$ cat src/rtl/on_off_channel_gate.sv
// ============================================================================
// Module      : on_off_channel_gate
// Description : Frame-aligned per-channel mute gate with post-unmute guard.
//               Optional macro ON_OFF_BLANK_CNT_EN adds blanked-sample counters.
// Revision    : 1.0 - initial release
// ============================================================================
`default_nettype none

module on_off_channel_gate #(
  parameter int N_CH       = 4,
  parameter int DATA_W     = 16,
  parameter int GUARD_LEN  = 8,
  parameter int GUARD_W    = 16,
  parameter bit INIT_MUTED = 1'b1
) (
  input  logic                     clk,
  input  logic                     rst,
  input  logic [N_CH*DATA_W-1:0]   data_in,
  input  logic                     valid_in,
  input  logic                     sof_in,
  input  logic [N_CH-1:0]          mode,
  output logic [N_CH*DATA_W-1:0]   data_out,
  output logic                     valid_out,
  output logic                     sof_out,
  output logic [N_CH-1:0]          muted
`ifdef ON_OFF_BLANK_CNT_EN
  ,
  input  logic                     blank_clr,
  output logic [N_CH*16-1:0]       blank_cnt
`endif
);

  localparam logic [1:0] c_pass  = 2'd0;
  localparam logic [1:0] c_muted = 2'd1;
  localparam logic [1:0] c_guard = 2'd2;

  localparam logic [GUARD_W-1:0] c_guard_len = GUARD_W'(GUARD_LEN);
  localparam logic [1:0]         c_rst_state = INIT_MUTED ? c_muted : c_pass;

  logic w_boundary;
  logic r_valid;
  logic r_sof;

  assign w_boundary = valid_in & sof_in;

  always_ff @(posedge clk) begin
    if (rst) begin
      r_valid <= 1'b0;
      r_sof   <= 1'b0;
    end else begin
      r_valid <= valid_in;
      r_sof   <= w_boundary;
    end
  end

  assign valid_out = r_valid;
  assign sof_out   = r_sof;

  for (genvar k = 0; k < N_CH; k++) begin : g_ch
    logic [1:0]         r_state;
    logic [GUARD_W-1:0] r_cnt;
    logic [DATA_W-1:0]  r_data;
    logic               r_muted;
    logic [1:0]         w_eff_state;
    logic [GUARD_W-1:0] w_eff_cnt;

    // State applied to the current sample: boundary transitions take effect
    // on the boundary sample itself.
    always_comb begin
      w_eff_state = r_state;
      w_eff_cnt   = r_cnt;
      if (w_boundary) begin
        case (r_state)
          c_pass: begin
            if (mode[k]) w_eff_state = c_muted;
          end
          c_muted: begin
            if (!mode[k]) begin
              if (c_guard_len == '0) begin
                w_eff_state = c_pass;
              end else begin
                w_eff_state = c_guard;
                w_eff_cnt   = c_guard_len;
              end
            end
          end
          c_guard: begin
            if (mode[k]) w_eff_state = c_muted;
          end
          default: w_eff_state = c_muted;
        endcase
      end
    end

    always_ff @(posedge clk) begin
      if (rst) begin
        r_state <= c_rst_state;
        r_cnt   <= '0;
        r_data  <= '0;
        r_muted <= INIT_MUTED;
      end else if (valid_in) begin
        r_muted <= (w_eff_state != c_pass);
        r_data  <= (w_eff_state == c_pass) ? data_in[k*DATA_W +: DATA_W] : '0;
        if (w_eff_state == c_guard) begin
          // The guard may expire mid-frame; the next sample then passes.
          r_cnt   <= w_eff_cnt - 1'b1;
          r_state <= (w_eff_cnt <= 1) ? c_pass : c_guard;
        end else begin
          r_cnt   <= w_eff_cnt;
          r_state <= w_eff_state;
        end
      end
    end

    assign data_out[k*DATA_W +: DATA_W] = r_data;
    assign muted[k]                     = r_muted;

`ifdef ON_OFF_BLANK_CNT_EN
    logic [15:0] r_blank_cnt;

    always_ff @(posedge clk) begin
      if (rst || blank_clr) begin
        r_blank_cnt <= '0;
      end else if (valid_in && (w_eff_state != c_pass) && (r_blank_cnt != 16'hFFFF)) begin
        r_blank_cnt <= r_blank_cnt + 16'd1;
      end
    end

    assign blank_cnt[k*16 +: 16] = r_blank_cnt;
`endif
  end : g_ch

endmodule

`default_nettype wire

$ cat config.mk
export PLATFORM = sky130hd
export DESIGN_NAME = on_off_channel_gate
export DESIGN_NICKNAME = d
export VERILOG_FILES = /design/src/rtl/on_off_channel_gate.sv
export SDC_FILE = /design/constraint.sdc
export NUM_CORES = 1
export LEC_CHECK = 0
export ABC_AREA = 1
export BUFFER_PORTS_ARGS = -buffer_cell sky130_fd_sc_hd__buf_2
export CORE_MARGIN = 3
export CORE_UTILIZATION = 40
export CTS_CLUSTER_DIAMETER = 200
export DETAILED_ROUTE_END_ITERATION = 10
export SYNTH_ARGS = -nofsm -noshare
export SYNTH_HDL_FRONTEND = slang
export SYNTH_SLANG_ARGS = --single-unit
$ cat constraint.sdc
create_clock -name clk -period 2.1 [get_ports clk]
set_input_delay 0.21 -clock clk [delete_from_list [all_inputs] [get_ports clk]]
set_output_delay 0.21 -clock clk [all_outputs]
set_load 0.01 [all_outputs]
**After elaboration in Yosys (flattened, before gate mapping)**

Index checks and enable logic that the tools add are counted.

- $add $sub $neg: 4
- Multipliers: 0
- Divide/modulo/power cells: 0
- Order comparisons: 4
- Equal/unequal tests: 12
- Shift-type cells: 0
- Mux-type cells: 44
- Bitwise operators: 1
- Reductions and logical operators: 16

Operators by type and width:

| operator | count |
|---|---|
| $mux 16 | 20 |
| $le 16x1->1 const B | 4 |
| $sub 16x1->16 const B | 4 |
| $mux 2 | 20 |
| $eq 2x2->1 const B | 8 |
| $logic_not 2->1 | 8 |
| $pmux 2 s2 | 4 |
| $eq 2x1->1 const B | 4 |
| $reduce_bool 2->1 | 4 |
| $reduce_or 2->1 | 4 |
| $and 1x1->1 | 1 |

- Flip-flop bits (word level): 142
- Latch bits: 0
- Bits in writable memories: 0
- ROM bits: 0
- Input bits: 72
- Output and inout bits: 70
- Word-level logic and storage cells: 99
- Memories: 0

**Longest topological paths before layout**

- Word-level depth: 6
- Mapped depth: 13
- Mapped depth without buffers: 13

**Worst setup path before layout**

Ideal clock, no wire load.

- Path kind: register to register
- Start: register g_ch[3].r_state[1]
- End: register g_ch[3].r_cnt[6]
- Setup time: 0.116 ns
- Arrival: 1.584 ns
- Data required time: 1.984 ns
- Path slack: 0.400 ns
- Cell stages (with the launch flop): 11
- Path buffers: 1
- Period minus slack after synthesis: 1.700 ns
- Path through: dfxtp_1 > nor2_1 > nand3_4 > buf_6 > nand2_1 > ha_1 > nand3_1 > nor2_1 > nand3_1 > o21ai_0 > nor2_1

- Longest elaborated chain between the ends: 6
- Elaborated cells between the ends (all ways): 13
- Those cells by class: add/sub (1); eq/ne (3); mux (7); reduce/logical (2)

RTL lines:

| what | RTL line | source |
|---|---|---|
| from (decl) | 60 | `logic [1:0] r_state;` |
| from (signal assigned) | 97 | `r_state <= c_rst_state;` |
| from (signal assigned) | 107 | `r_state <= (w_eff_cnt <= 1) ? c_pass : c_guard;` |
| from (signal assigned) | 110 | `r_state <= w_eff_state;` |
| branches (longest 5 deep; another with $sub 16x1->16) | n/a |  |
| $mux 16 * | 104 | `if (w_eff_state == c_guard) begin` |
| to (signal assigned) | 106 | `r_cnt <= w_eff_cnt - 1'b1;` |
| to (signal assigned) | 109 | `r_cnt <= w_eff_cnt;` |
| to (decl) | 61 | `logic [GUARD_W-1:0] r_cnt;` |

Mark *: on every way between the ends.
A chain may end at the register's enable or synchronous reset.

**Worst setup path after layout**

- Start: register g_ch[0].r_state[0]
- End: register g_ch[0].r_cnt[8]

- Longest elaborated chain between the ends: 6
- Elaborated cells between the ends (all ways): 13
- Those cells by class: add/sub (1); eq/ne (3); mux (7); reduce/logical (2)

RTL lines:

| what | RTL line |
|---|---|
| from (decl) | 60 |
| from (signal assigned) | 97 |
| from (signal assigned) | 107 |
| from (signal assigned) | 110 |
| branches (longest 5 deep; another with $sub 16x1->16) | n/a |
| $mux 16 * | 104 |
| to (signal assigned) | 106 |
| to (signal assigned) | 109 |
| to (decl) | 61 |

Marked as above.

==> impl_results.md <==
* Most frequent cells in the layout: nor2_1 (145), dfxtp_1 (142), buf_2 (141), nand2_1 (140), inv_1 (104)
* Ys flop type: dfxtp_1
* Post-Layout Cell Count at 1262
* Clock Tree Root: clkbuf_16
* Commonest non-fill, non-tap cell in the layout: nor2_1
* Post-synth EDFFs at 0
* Clock buffer depth at 2
* Reg2reg setup slack at ~0.30 ns
* Critical R2R Capture: g_ch[0].r_cnt[8]
* Skew final at 0.0109 ns
* Overflow after GRT at 0
* I/O pins at 142
* Die outline width at about 140 microns
* Layout cells sized above 1 at approximately a quarter
* Status: completed
* Synth cell types at 40
* Synth Area in Compound Gates at between 10% and 20%
* Crit. End Element: flip-flop
* Final hold violations at 0
* DRC at 0
* Critical path class: reg2reg
* Vias in the first global route at just over 6000
* Startpoint class of the critical path: flip-flop
* P_leak at around 4 nW
* Starting Density at 41.7%
* Seq cells post-synth at approximately 140
* Max Cap Viol at 0
* Post-synthesis simple-gate area fraction at 28.5%
* Final wirelength at 17600 microns
* Std-Cell Rows at 46
* Initial DRT Pass Iterations at 4
* Max VDD drop at roughly 0.67 mV
* Cells after Synth at approximately 900
* # hold bufs at CTS at 0
* Setup_tns at 0 ns
* CP arrival at 2.11 ns
* Sequential fraction of the synthesis area at around 42%
* Mean post-synth cell area at 7.59 sq um
* Unrepaired setup endpoints after global routing: no
* Worst-path fanout max at 15
* Total GRT Usage at between 10% and 20%
* Die area at approximately 0.018 sq mm
* Synthesized cell area at around 0.0068 sq mm
* Largest area contributor in the netlist: dfxtp_1
* DIE HEIGHT at between 100 and 150 microns
* Final worst-path setup slack at just under 0.3 ns
* Largest net degree at the start of global routing at 63
* Reg2reg start: g_ch[0].r_state[0]
* CTS H-tree depth at 4
* Placer Congestion at 0.848
* Clock Sinks at 142
* WP data required at about 2.4 ns
* Relative slew slack at ~67%
* Post-Synth Adder-Cell Area at approximately 1.5%
* Highest clock rate at approximately 550 MHz
* Initial drt markers at ~270
* Net Count, Synth at just under 1000
* Shortest period the worst path allows at between 1.5 and 2 ns
* Reg clk slew, reported paths at about 0.070 ns
* Ys Warns at 0
* Setup bufs post-CTS at 0
* Layout area overhead at 23.3%
* Port Buf Inserts at 141
* Fin. max-slew vios at 0
* Hold Path Class: in2reg
* Initial antenna violation count at 0
* CTS tree: built
* Hold path start: data_in[20]
* Net count reported at finish at 1113
* Pwr dens at between 800 and 900 mW/mm^2
* Clk_lat worst skew at 0.43 ns
* Post-synthesis xor/xnor area fraction at 1.17%
* Global-route wire length before repair at between 20000 and 30000 microns
* Vias per Instance at ~5
* Post-route ant nets at 0
* Asr flop ratio synth at 0%
* Final HPWL DP at roughly 13000 microns
* Final Cycle Share at between 80 and 90%
* Slew @ Worst Pin at just under 0.5 ns
* Via count at 6287
* WL per Instance at roughly 14 microns
* Placeable Area at about 0.016 sq mm
* N_diodes at 0
* Hold path depth at 2
* Hold worst-path end: g_ch[1].r_data[4]
* Final setup violation count at 0
* Largest family of logic cells by synthesized area: simple AND/OR/NAND/NOR gates
* Placed Cells at 1230
* Pre-CTS setup slack at 0.249 ns
* Top area cells in the synthesized netlist: dfxtp_1 (42%), a32o_1 (9.9%), nor2_1 (8.2%)
* R2R depth at 10
* Proportion of synthesized area in mux cells at 0%
* Post_cts resized at 0
* Cts bufs inserted at 17
* Synth top area share at 42.1%
## area by class of cell
type                    count  area, sq um
fillers                  1633         7900
multi-input cells         588         3270
flip-flops and latches    142         2840
repair buffers            161          893
inverters                 123          467
clock buffers              17          425
well taps                 216          270
clock inverters            15          168
## critical path: stages (launching register included)
cell and delay, ns:
dfxtp_1 0.33, inv_1 0.05, nor2_1 0.17, nand2_4 0.15, nand2_1 0.15, ha_1 0.20
nand3_1 0.14, nor3_2 0.21, nand2_1 0.10, nor2_1 0.13, nor3_2 0.05
## cells in the mapped netlist, types with 2 or more instances
cell and count:
nor2_1 147, dfxtp_1 142, nand2_1 140, inv_1 104, a32o_1 67, nand3_1 53
a21oi_1 32, o21ai_0 29, nand4_1 22, clkbuf_1 16, inv_2 15, nand2_2 13
nor3_1 12, buf_2 11, nor2_2 10, o21ai_1 9, ha_1 8, o21ai_2 7
nor2_4 6, xor2_1 6, buf_4 5, nor3_2 4, buf_1 3, buf_6 3
clkinv_1 3, nand3_2 3, nand3_4 3, o22ai_1 3, xnor2_1 3, nand2_4 2
## power breakdown
group | switching (mW) | internal [mW]
Combinational | 0.592 | 0.325
Clock | 1.36 | 1.70
Sequential | 0.0505 | 2.79
Total | 2.00 | 4.82
## cells by family after synthesis
family | after synthesis
compound gates | 153
xor+xnor | 9
fa+ha+maj | 8
buf+inv | 161
flops | 142
simple gates | 418
## routing by layer
layer | up-vias | wire length (microns) | global-route usage, % | share of wire (%)
met5 | - | 0 | 0 | 0
met4 | 0 | 153 | 4.54 | 0.87
met3 | 13 | 1160 | 6.62 | 6.6
met2 | 156 | 8130 | 32.3 | 46
met1 | 2861 | 8110 | 24.9 | 46
li1 | 3257 | - | - | -
## sequential cells by signal (all words and copies together) (netlist names)
register      flops
g_ch.r_cnt       64
g_ch.r_data      64
g_ch.r_state      8
g_ch.r_muted      4
sof_out           1
valid_out         1
## worst max path at each step
stage                                  start           endpoint  slack, ns  depth (start not counted)
after floorplan           g_ch[3].r_state[1]   g_ch[3].r_cnt[6]       0.40                         10
after global placement                sof_in  g_ch[3].r_cnt[10]       0.26                         13
after detailed placement              sof_in  g_ch[3].r_cnt[10]       0.25                         13
after CTS                 g_ch[0].r_state[0]   g_ch[0].r_cnt[8]       0.28                         10
after global routing      g_ch[2].r_state[1]  g_ch[2].r_cnt[12]       0.06                         10
final                     g_ch[0].r_state[0]   g_ch[0].r_cnt[8]       0.30                         10
## per-stage QoR
step           hold slack [ns]  area (sq um)  utilization (%)  total power, mW
2_1_floorplan            0.372          6760                -             3.52
3_3_place_gp             0.439          7740             47.7             3.82
3_5_place_dp             0.447          7740             47.7             3.83
4_1_cts                 0.0111          8330             51.3             6.88
5_1_grt                 0.0128          8330             51.3             7.14
6_report                0.0243          8330             51.3             6.82
Power figures use the tool's default switching activity.
